[src/rtl/render_sequencer.sv]
// render_sequencer: control FSM feeding the game datapath.
// Sweeps the default image, shifts the song, redraws the boxes, scores, ends.
module render_sequencer #(
  parameter int GRID_W     = 240,
  parameter int GRID_H     = 180,
  parameter int BOX_SIZE   = 60,
  parameter int NUM_BOXES  = 12,
  parameter int SONG_LEN   = 59,
  parameter int HOLD_TICKS = 5000000,
  parameter int PLOT_LAT   = 3
) (
  input  logic        clock,
  input  logic        reset,
  input  logic        start,
  output logic [15:0] gridCounter,
  output logic [15:0] memAddressGridCounter,
  output logic        loadDefault,
  output logic        writeDefault,
  output logic        shiftSong,
  output logic [3:0]  boxCounter,
  output logic [14:0] pixelCount,
  output logic [14:0] memAddressPixelCount,
  output logic        loadX,
  output logic        loadY,
  output logic        writeToScreen,
  output logic        changeScore,
  output logic        addScore,
  output logic        songDone,
  output logic        plot,
  output logic        busy
);

  typedef enum logic [2:0] {
    S_IDLE, S_DEFAULT, S_SHIFT, S_DRAW,
    S_FLUSH, S_HOLD, S_BEAT, S_DONE
  } state_t;

  state_t state_q, state_d;

  logic [7:0]  gx_q, gx_d, gy_q, gy_d;
  logic [15:0] gaddr_q, gaddr_d;
  logic [7:0]  px_q, px_d;
  logic [6:0]  py_q, py_d;
  logic [14:0] paddr_q, paddr_d;
  logic [3:0]  box_q, box_d;
  logic [31:0] tick_q, tick_d;
  logic [15:0] beat_q, beat_d;
  logic [PLOT_LAT-1:0] plot_q, plot_d;

  logic grid_last, px_last, py_last, box_last;
  logic flush_last, hold_last, beat_last, plot_src;

  assign grid_last  = (gx_q == 8'(GRID_W-1)) && (gy_q == 8'(GRID_H-1));
  assign px_last    = (px_q == 8'(BOX_SIZE-1));
  assign py_last    = (py_q == 7'(BOX_SIZE-1));
  assign box_last   = (box_q == 4'(NUM_BOXES));
  assign flush_last = (tick_q == 32'(PLOT_LAT-1));
  assign hold_last  = (tick_q == 32'(HOLD_TICKS-1));
  assign beat_last  = ((beat_q + 16'd1) == 16'(SONG_LEN));

  always_ff @(posedge clock) begin
    if (reset) state_q <= S_IDLE;
    else       state_q <= state_d;
  end

  always_comb begin
    state_d = state_q;
    unique case (state_q)
      S_IDLE:    if (start) state_d = S_DEFAULT;
      S_DEFAULT: if (grid_last) state_d = S_SHIFT;
      S_SHIFT:   state_d = S_DRAW;
      S_DRAW:    if (px_last && py_last && box_last) state_d = S_FLUSH;
      S_FLUSH:   if (flush_last) state_d = S_HOLD;
      S_HOLD:    if (hold_last) state_d = S_BEAT;
      S_BEAT:    state_d = beat_last ? S_DONE : S_SHIFT;
      S_DONE:    state_d = S_IDLE;
      default:   state_d = S_IDLE;
    endcase
  end

  always_comb begin
    loadDefault   = (state_q == S_DEFAULT);
    writeDefault  = (state_q == S_DEFAULT);
    shiftSong     = (state_q == S_SHIFT);
    loadX         = (state_q == S_DRAW);
    loadY         = (state_q == S_DRAW);
    // Held through the flush so the datapath output register keeps capturing
    writeToScreen = (state_q == S_DRAW) || (state_q == S_FLUSH);
    changeScore   = (state_q == S_HOLD);
    addScore      = (state_q == S_BEAT);
    songDone      = (state_q == S_DONE);
    busy          = (state_q != S_IDLE);
  end

  always_comb begin
    gx_d    = gx_q;
    gy_d    = gy_q;
    gaddr_d = gaddr_q;
    px_d    = px_q;
    py_d    = py_q;
    paddr_d = paddr_q;
    box_d   = box_q;
    tick_d  = tick_q;
    beat_d  = beat_q;
    unique case (state_q)
      S_DEFAULT: begin
        gaddr_d = gaddr_q + 16'd1;
        if (gx_q == 8'(GRID_W-1)) begin
          gx_d = 8'd0;
          gy_d = gy_q + 8'd1;
        end else begin
          gx_d = gx_q + 8'd1;
        end
        if (grid_last) begin
          gx_d    = 8'd0;
          gy_d    = 8'd0;
          gaddr_d = 16'd0;
        end
      end
      S_SHIFT: begin
        box_d   = 4'd1;
        px_d    = 8'd0;
        py_d    = 7'd0;
        paddr_d = 15'd0;
      end
      S_DRAW: begin
        paddr_d = paddr_q + 15'd1;
        if (px_last) begin
          px_d = 8'd0;
          py_d = py_q + 7'd1;
        end else begin
          px_d = px_q + 8'd1;
        end
        if (px_last && py_last) begin
          px_d    = 8'd0;
          py_d    = 7'd0;
          paddr_d = 15'd0;
          box_d   = box_last ? 4'd0 : box_q + 4'd1;
        end
      end
      S_FLUSH: tick_d = flush_last ? 32'd0 : tick_q + 32'd1;
      S_HOLD:  tick_d = hold_last ? 32'd0 : tick_q + 32'd1;
      S_BEAT:  beat_d = beat_q + 16'd1;
      S_DONE:  beat_d = 16'd0;
      default: ;
    endcase
  end

  // Plot follows the swept pixel through the datapath's register stages
  assign plot_src = writeDefault | (writeToScreen & (state_q == S_DRAW));
  assign plot_d   = (plot_q << 1) | PLOT_LAT'(plot_src);

  always_ff @(posedge clock) begin
    if (reset) begin
      gx_q    <= '0;
      gy_q    <= '0;
      gaddr_q <= '0;
      px_q    <= '0;
      py_q    <= '0;
      paddr_q <= '0;
      box_q   <= '0;
      tick_q  <= '0;
      beat_q  <= '0;
      plot_q  <= '0;
    end else begin
      gx_q    <= gx_d;
      gy_q    <= gy_d;
      gaddr_q <= gaddr_d;
      px_q    <= px_d;
      py_q    <= py_d;
      paddr_q <= paddr_d;
      box_q   <= box_d;
      tick_q  <= tick_d;
      beat_q  <= beat_d;
      plot_q  <= plot_d;
    end
  end

  assign gridCounter           = {gx_q, gy_q};
  assign memAddressGridCounter = gaddr_q;
  assign boxCounter            = box_q;
  assign pixelCount            = {px_q, py_q};
  assign memAddressPixelCount  = paddr_q;
  assign plot                  = plot_q[PLOT_LAT-1];

endmodule

[config.mk]
export PLATFORM = sky130hd
export DESIGN_NAME = render_sequencer
export DESIGN_NICKNAME = d
export VERILOG_FILES = /design/src/rtl/render_sequencer.sv
export SDC_FILE = /design/constraint.sdc
export NUM_CORES = 1
export LEC_CHECK = 0
export ABC_CLOCK_PERIOD_IN_PS = 5120
export BUFFER_PORTS_ARGS = -buffer_cell sky130_fd_sc_hd__buf_2
export CAP_MARGIN = 30
export CELL_PAD_IN_SITES_DETAIL_PLACEMENT = 1
export CELL_PAD_IN_SITES_GLOBAL_PLACEMENT = 2
export CORE_ASPECT_RATIO = 1.2
export CORE_MARGIN = 5
export CORE_UTILIZATION = 37
export DETAILED_ROUTE_END_ITERATION = 10
export GPL_TIMING_DRIVEN = 0
export MAX_ROUTING_LAYER = met4
export PLACE_DENSITY = 0.83
export SLEW_MARGIN = 0
export SYNTH_ARGS = -nofsm -noshare
export SYNTH_HDL_FRONTEND = slang
export SYNTH_SLANG_ARGS = --single-unit
export TNS_END_PERCENT = 100
[constraint.sdc]
create_clock -name clock -period 5.12 [get_ports clock]
set_input_delay 0.256 -clock clock [delete_from_list [all_inputs] [get_ports clock]]
set_output_delay 0.256 -clock clock [all_outputs]
set_load 0.1 [all_outputs]
==> results.cfg <==
[logic_synthesis]
synth-seq-area-share_pct = 39.7
post-synth-top-area-fraction_pct = 39.7
synthesis.area_mm2 = 0.00604
syn_inst = 756
synth-seq-cells = 120
synth_cell_type_count = 56
asyncSetResetFlopFracSynth_pct = 0
synth-edff-count = 0
net_count_after_synthesis = 771
synth_commonest_cells = sky130_fd_sc_hd__dfxtp_1 (120), sky130_fd_sc_hd__nor2_1 (117), sky130_fd_sc_hd__a21oi_1 (60), sky130_fd_sc_hd__nand2_1 (60), sky130_fd_sc_hd__o21ai_0 (45)
ys.flop_type = sky130_fd_sc_hd__dfxtp_1
mean_syn_cell_area_um2 = 8.00
synth_warnings = 0
synth_top_cells_by_area = sky130_fd_sc_hd__dfxtp_1 (40%), sky130_fd_sc_hd__nor2_1 (7.3%), sky130_fd_sc_hd__xor2_1 (5.7%), sky130_fd_sc_hd__a21oi_1 (5.0%), sky130_fd_sc_hd__nand2_1 (3.7%)
post-synth-top-count-cell = sky130_fd_sc_hd__dfxtp_1
synth_top_area_cell = sky130_fd_sc_hd__dfxtp_1

[global_routing]
grt_max_degree = 17
track_usage_pct = 20.2
grt_antenna_before_repair = 0
overflow = 0
grt_pass1_vias = 6168
grt_first_pass_wirelength_mm = 30.5

[worst_setup_path]
cp-end-kind = output pin
timing.setup.critical_path_class = flop to output pin
crit_path_cell_trace = buf_2 -> or3b_1 -> inv_1 -> clkbuf_1 -> buf_4 -> buf_2
timing.rr.end = state_q[0]
r2r_cells = 9
cp.required_ns = 4.86
cp_slowest_stage_delay_ns = 0.46
start_kind = flop
worstReg2RegStart = beat_q[0]
path_max_fanout = 11
r2r_slack_ns = 2.34
cp_slowest_cell = sky130_fd_sc_hd__or3b_1
crit_top_cell = sky130_fd_sc_hd__buf_2
worst_ep_arrival_time_ns = 2.67

[cts]
clockRootBuffer = sky130_fd_sc_hd__clkbuf_16
ctsHtreeMaxLevel = 4
cts_resized = 0
inserted_clock_buffers = 17
cts_tree = built
maximum_buffer_depth_of_the_clock_tree = 2
clock_latency_ns = 0.42
post_cts_hold_buffer_count = 0
clk_pin_slew_worst_paths_ns = 0.05
numClockSinks = 120
post_cts.repair.setup_buffers = 0

[finish]
final_core_utilization_pct = 45.1
area_delta_synth_final_pct = 20.3
num-nets-final = 869
insertedDiodeCount = 0
drive_gt1_share_pct = 14.3

[die]
design.portCount = 80
core-area_mm2 = 0.0161
starting_density_pct = 37.4
die-height_um = 150
num_rows = 51
die_width_um = 127
fp.dieArea_mm2 = 0.0190

[worst_hold_path]
hold_path_class = input port to flop
hold_path.startpoint = reset
worstHoldPathCells = 3
timing.hold.worst_endpoint = beat_q[15]

[sta]
timing.slew.headroom_pct = 38.3
timing.final.crit_share_pct = 57.1
slew_violations = 0
fmax_mhz = 342
tns_ns = 0
grt_setup_unrepaired = false
finalHoldViolCount = 0
skew_ns = 0.00948
final-setup-viol-count = 0
post-route-min-period_ns = 2.92
max_slew.worst_pin.slew_ns = 0.917

[power_and_ir_drop]
p_leak_nw = 2.80
ir_drop_uv = 178
power_density_mw_per_mm2 = 354

[drt]
vias = 5913
ant_nets = 0
vias_per_cell = 5.49
wirelength_mm = 18.5
drt_pass1_iterations = 4
drcViolationCount = 0
detail_route.iter0.violations = 234
wl_per_cell_um = 17.1

[job]
cap_viol_max_count = 0

[placed_design]
finalWeightedCongestion = 0.827
count_of_input_and_output_buffers = 79
dp_hpwl_mm = 13.6

[run_status]
outcome = complete, no violations
[flip-flops by register name, summed over array words and instances (netlist names)]
register               flops
boxCounter                 4
gx_q                       8
plot_q                     3
memAddressGridCounter     16
memAddressPixelCount      15
gy_q                       8
py_q                       7
state_q                    3
beat_q                    16
px_q                       8
tick_q                    32
[layout by cell type, fill, tap and decap left out, types with 4 or more instances in the layout]
cell,Yosys,layout
sky130_fd_sc_hd__nor4_1,13,13
sky130_fd_sc_hd__a21o_1,4,4
sky130_fd_sc_hd__nor2_1,117,117
sky130_fd_sc_hd__nand3_1,31,31
sky130_fd_sc_hd__a22oi_1,5,5
sky130_fd_sc_hd__xor2_1,39,39
sky130_fd_sc_hd__or3_1,13,13
sky130_fd_sc_hd__nor3b_1,7,7
sky130_fd_sc_hd__clkbuf_16,0,17
sky130_fd_sc_hd__o21ai_0,45,45
sky130_fd_sc_hd__dfxtp_1,120,120
sky130_fd_sc_hd__buf_2,4,83
sky130_fd_sc_hd__nand2_1,60,60
sky130_fd_sc_hd__nor3_1,18,18
sky130_fd_sc_hd__and4_1,7,7
sky130_fd_sc_hd__nand2b_1,6,6
sky130_fd_sc_hd__inv_1,11,11
sky130_fd_sc_hd__ha_1,12,12
sky130_fd_sc_hd__nor2b_1,9,9
sky130_fd_sc_hd__nand4_1,29,29
sky130_fd_sc_hd__a21oi_1,60,60
sky130_fd_sc_hd__clkbuf_1,30,32
sky130_fd_sc_hd__nand4b_1,5,5
sky130_fd_sc_hd__nand3b_1,7,7
sky130_fd_sc_hd__and2_1,13,13
sky130_fd_sc_hd__and3_1,19,19
sky130_fd_sc_hd__a311oi_1,8,8
sky130_fd_sc_hd__a211oi_1,4,4
sky130_fd_sc_hd__a31oi_1,7,7
sky130_fd_sc_hd__clkbuf_8,0,5
sky130_fd_sc_hd__xnor2_1,16,16
[cells by family after synthesis]
logic type	after synthesis	synth area share, %
AO/OA/AOI/OAI	147	14.1
XOR/XNOR	55	7.97
adder cells (fa/ha/maj)	12	2.48
buffers and inverters	49	3.25
flip-flops	120	39.7
multiplexers	2	0.331
AND/OR/NAND/NOR	371	32.1
[routing by layer]
layer	vias to the layer above	share of wire [%]	GRT usage [%]
met5	-	0	-
met4	0	1.4	5.90
met3	22	3.1	4.36
met2	90	51	35.2
met1	2905	45	23.3
li1	2896	-	-
[final cells by class]
type / instances / area [um2]
fill: 1998 / 8870
clock inverter: 7 / 67.6
inverter: 13 / 48.8
buffer: 36 / 148
timing repair buffer: 79 / 395
clock buffer: 24 / 502
tap: 212 / 265
sequential: 120 / 2400
multi-input combinational: 587 / 3450
[worst max-delay path: cells and delay by family (launching register included)]
kind	cells	cell delay, ns
buffers and inverters	5	1.49
flip-flops	1	0.29
AND/OR/NAND/NOR	1	0.46
[through the flow]
| step | cells | total power, mW | hold WS [ns] | setup slack, ns | area [um2] |
|---|---|---|---|---|---|
| detailed placement | 1047 | 1.45 | 0.431 | 2.32 | 6710 |
| floorplan | 756 | 1.33 | 0.414 | 2.00 | 6040 |
| global route | 1078 | 2.68 | 0.264 | 2.06 | 7270 |
| finish | 1078 | 2.58 | 0.247 | 2.20 | 7270 |
| CTS | 1078 | 2.61 | 0.223 | 2.18 | 7270 |
| global placement | 1047 | 1.44 | 0.422 | 2.49 | 6710 |
[power by group]
group,leakage [nW],switching [mW],internal (mW),total [mW]
registers,0.968,0.0208,0.952,0.973
clock network,0.274,0.424,0.726,1.15
logic,1.56,0.369,0.0836,0.453
[worst max path at each step]
| stage | startpoint | cells after the start | end |
|---|---|---|---|
| 6_report | state_q[1] | 6 | writeDefault |
| 5_1_grt | state_q[1] | 6 | writeDefault |
| 4_1_cts | state_q[1] | 6 | writeDefault |
| 3_5_place_dp | beat_q[1] | 9 | state_q[2] |
| 3_3_place_gp | beat_q[1] | 9 | state_q[0] |
| 2_1_floorplan | state_q[0] | 3 | writeToScreen |
Note: power is estimated with default switching activity, not from simulation.
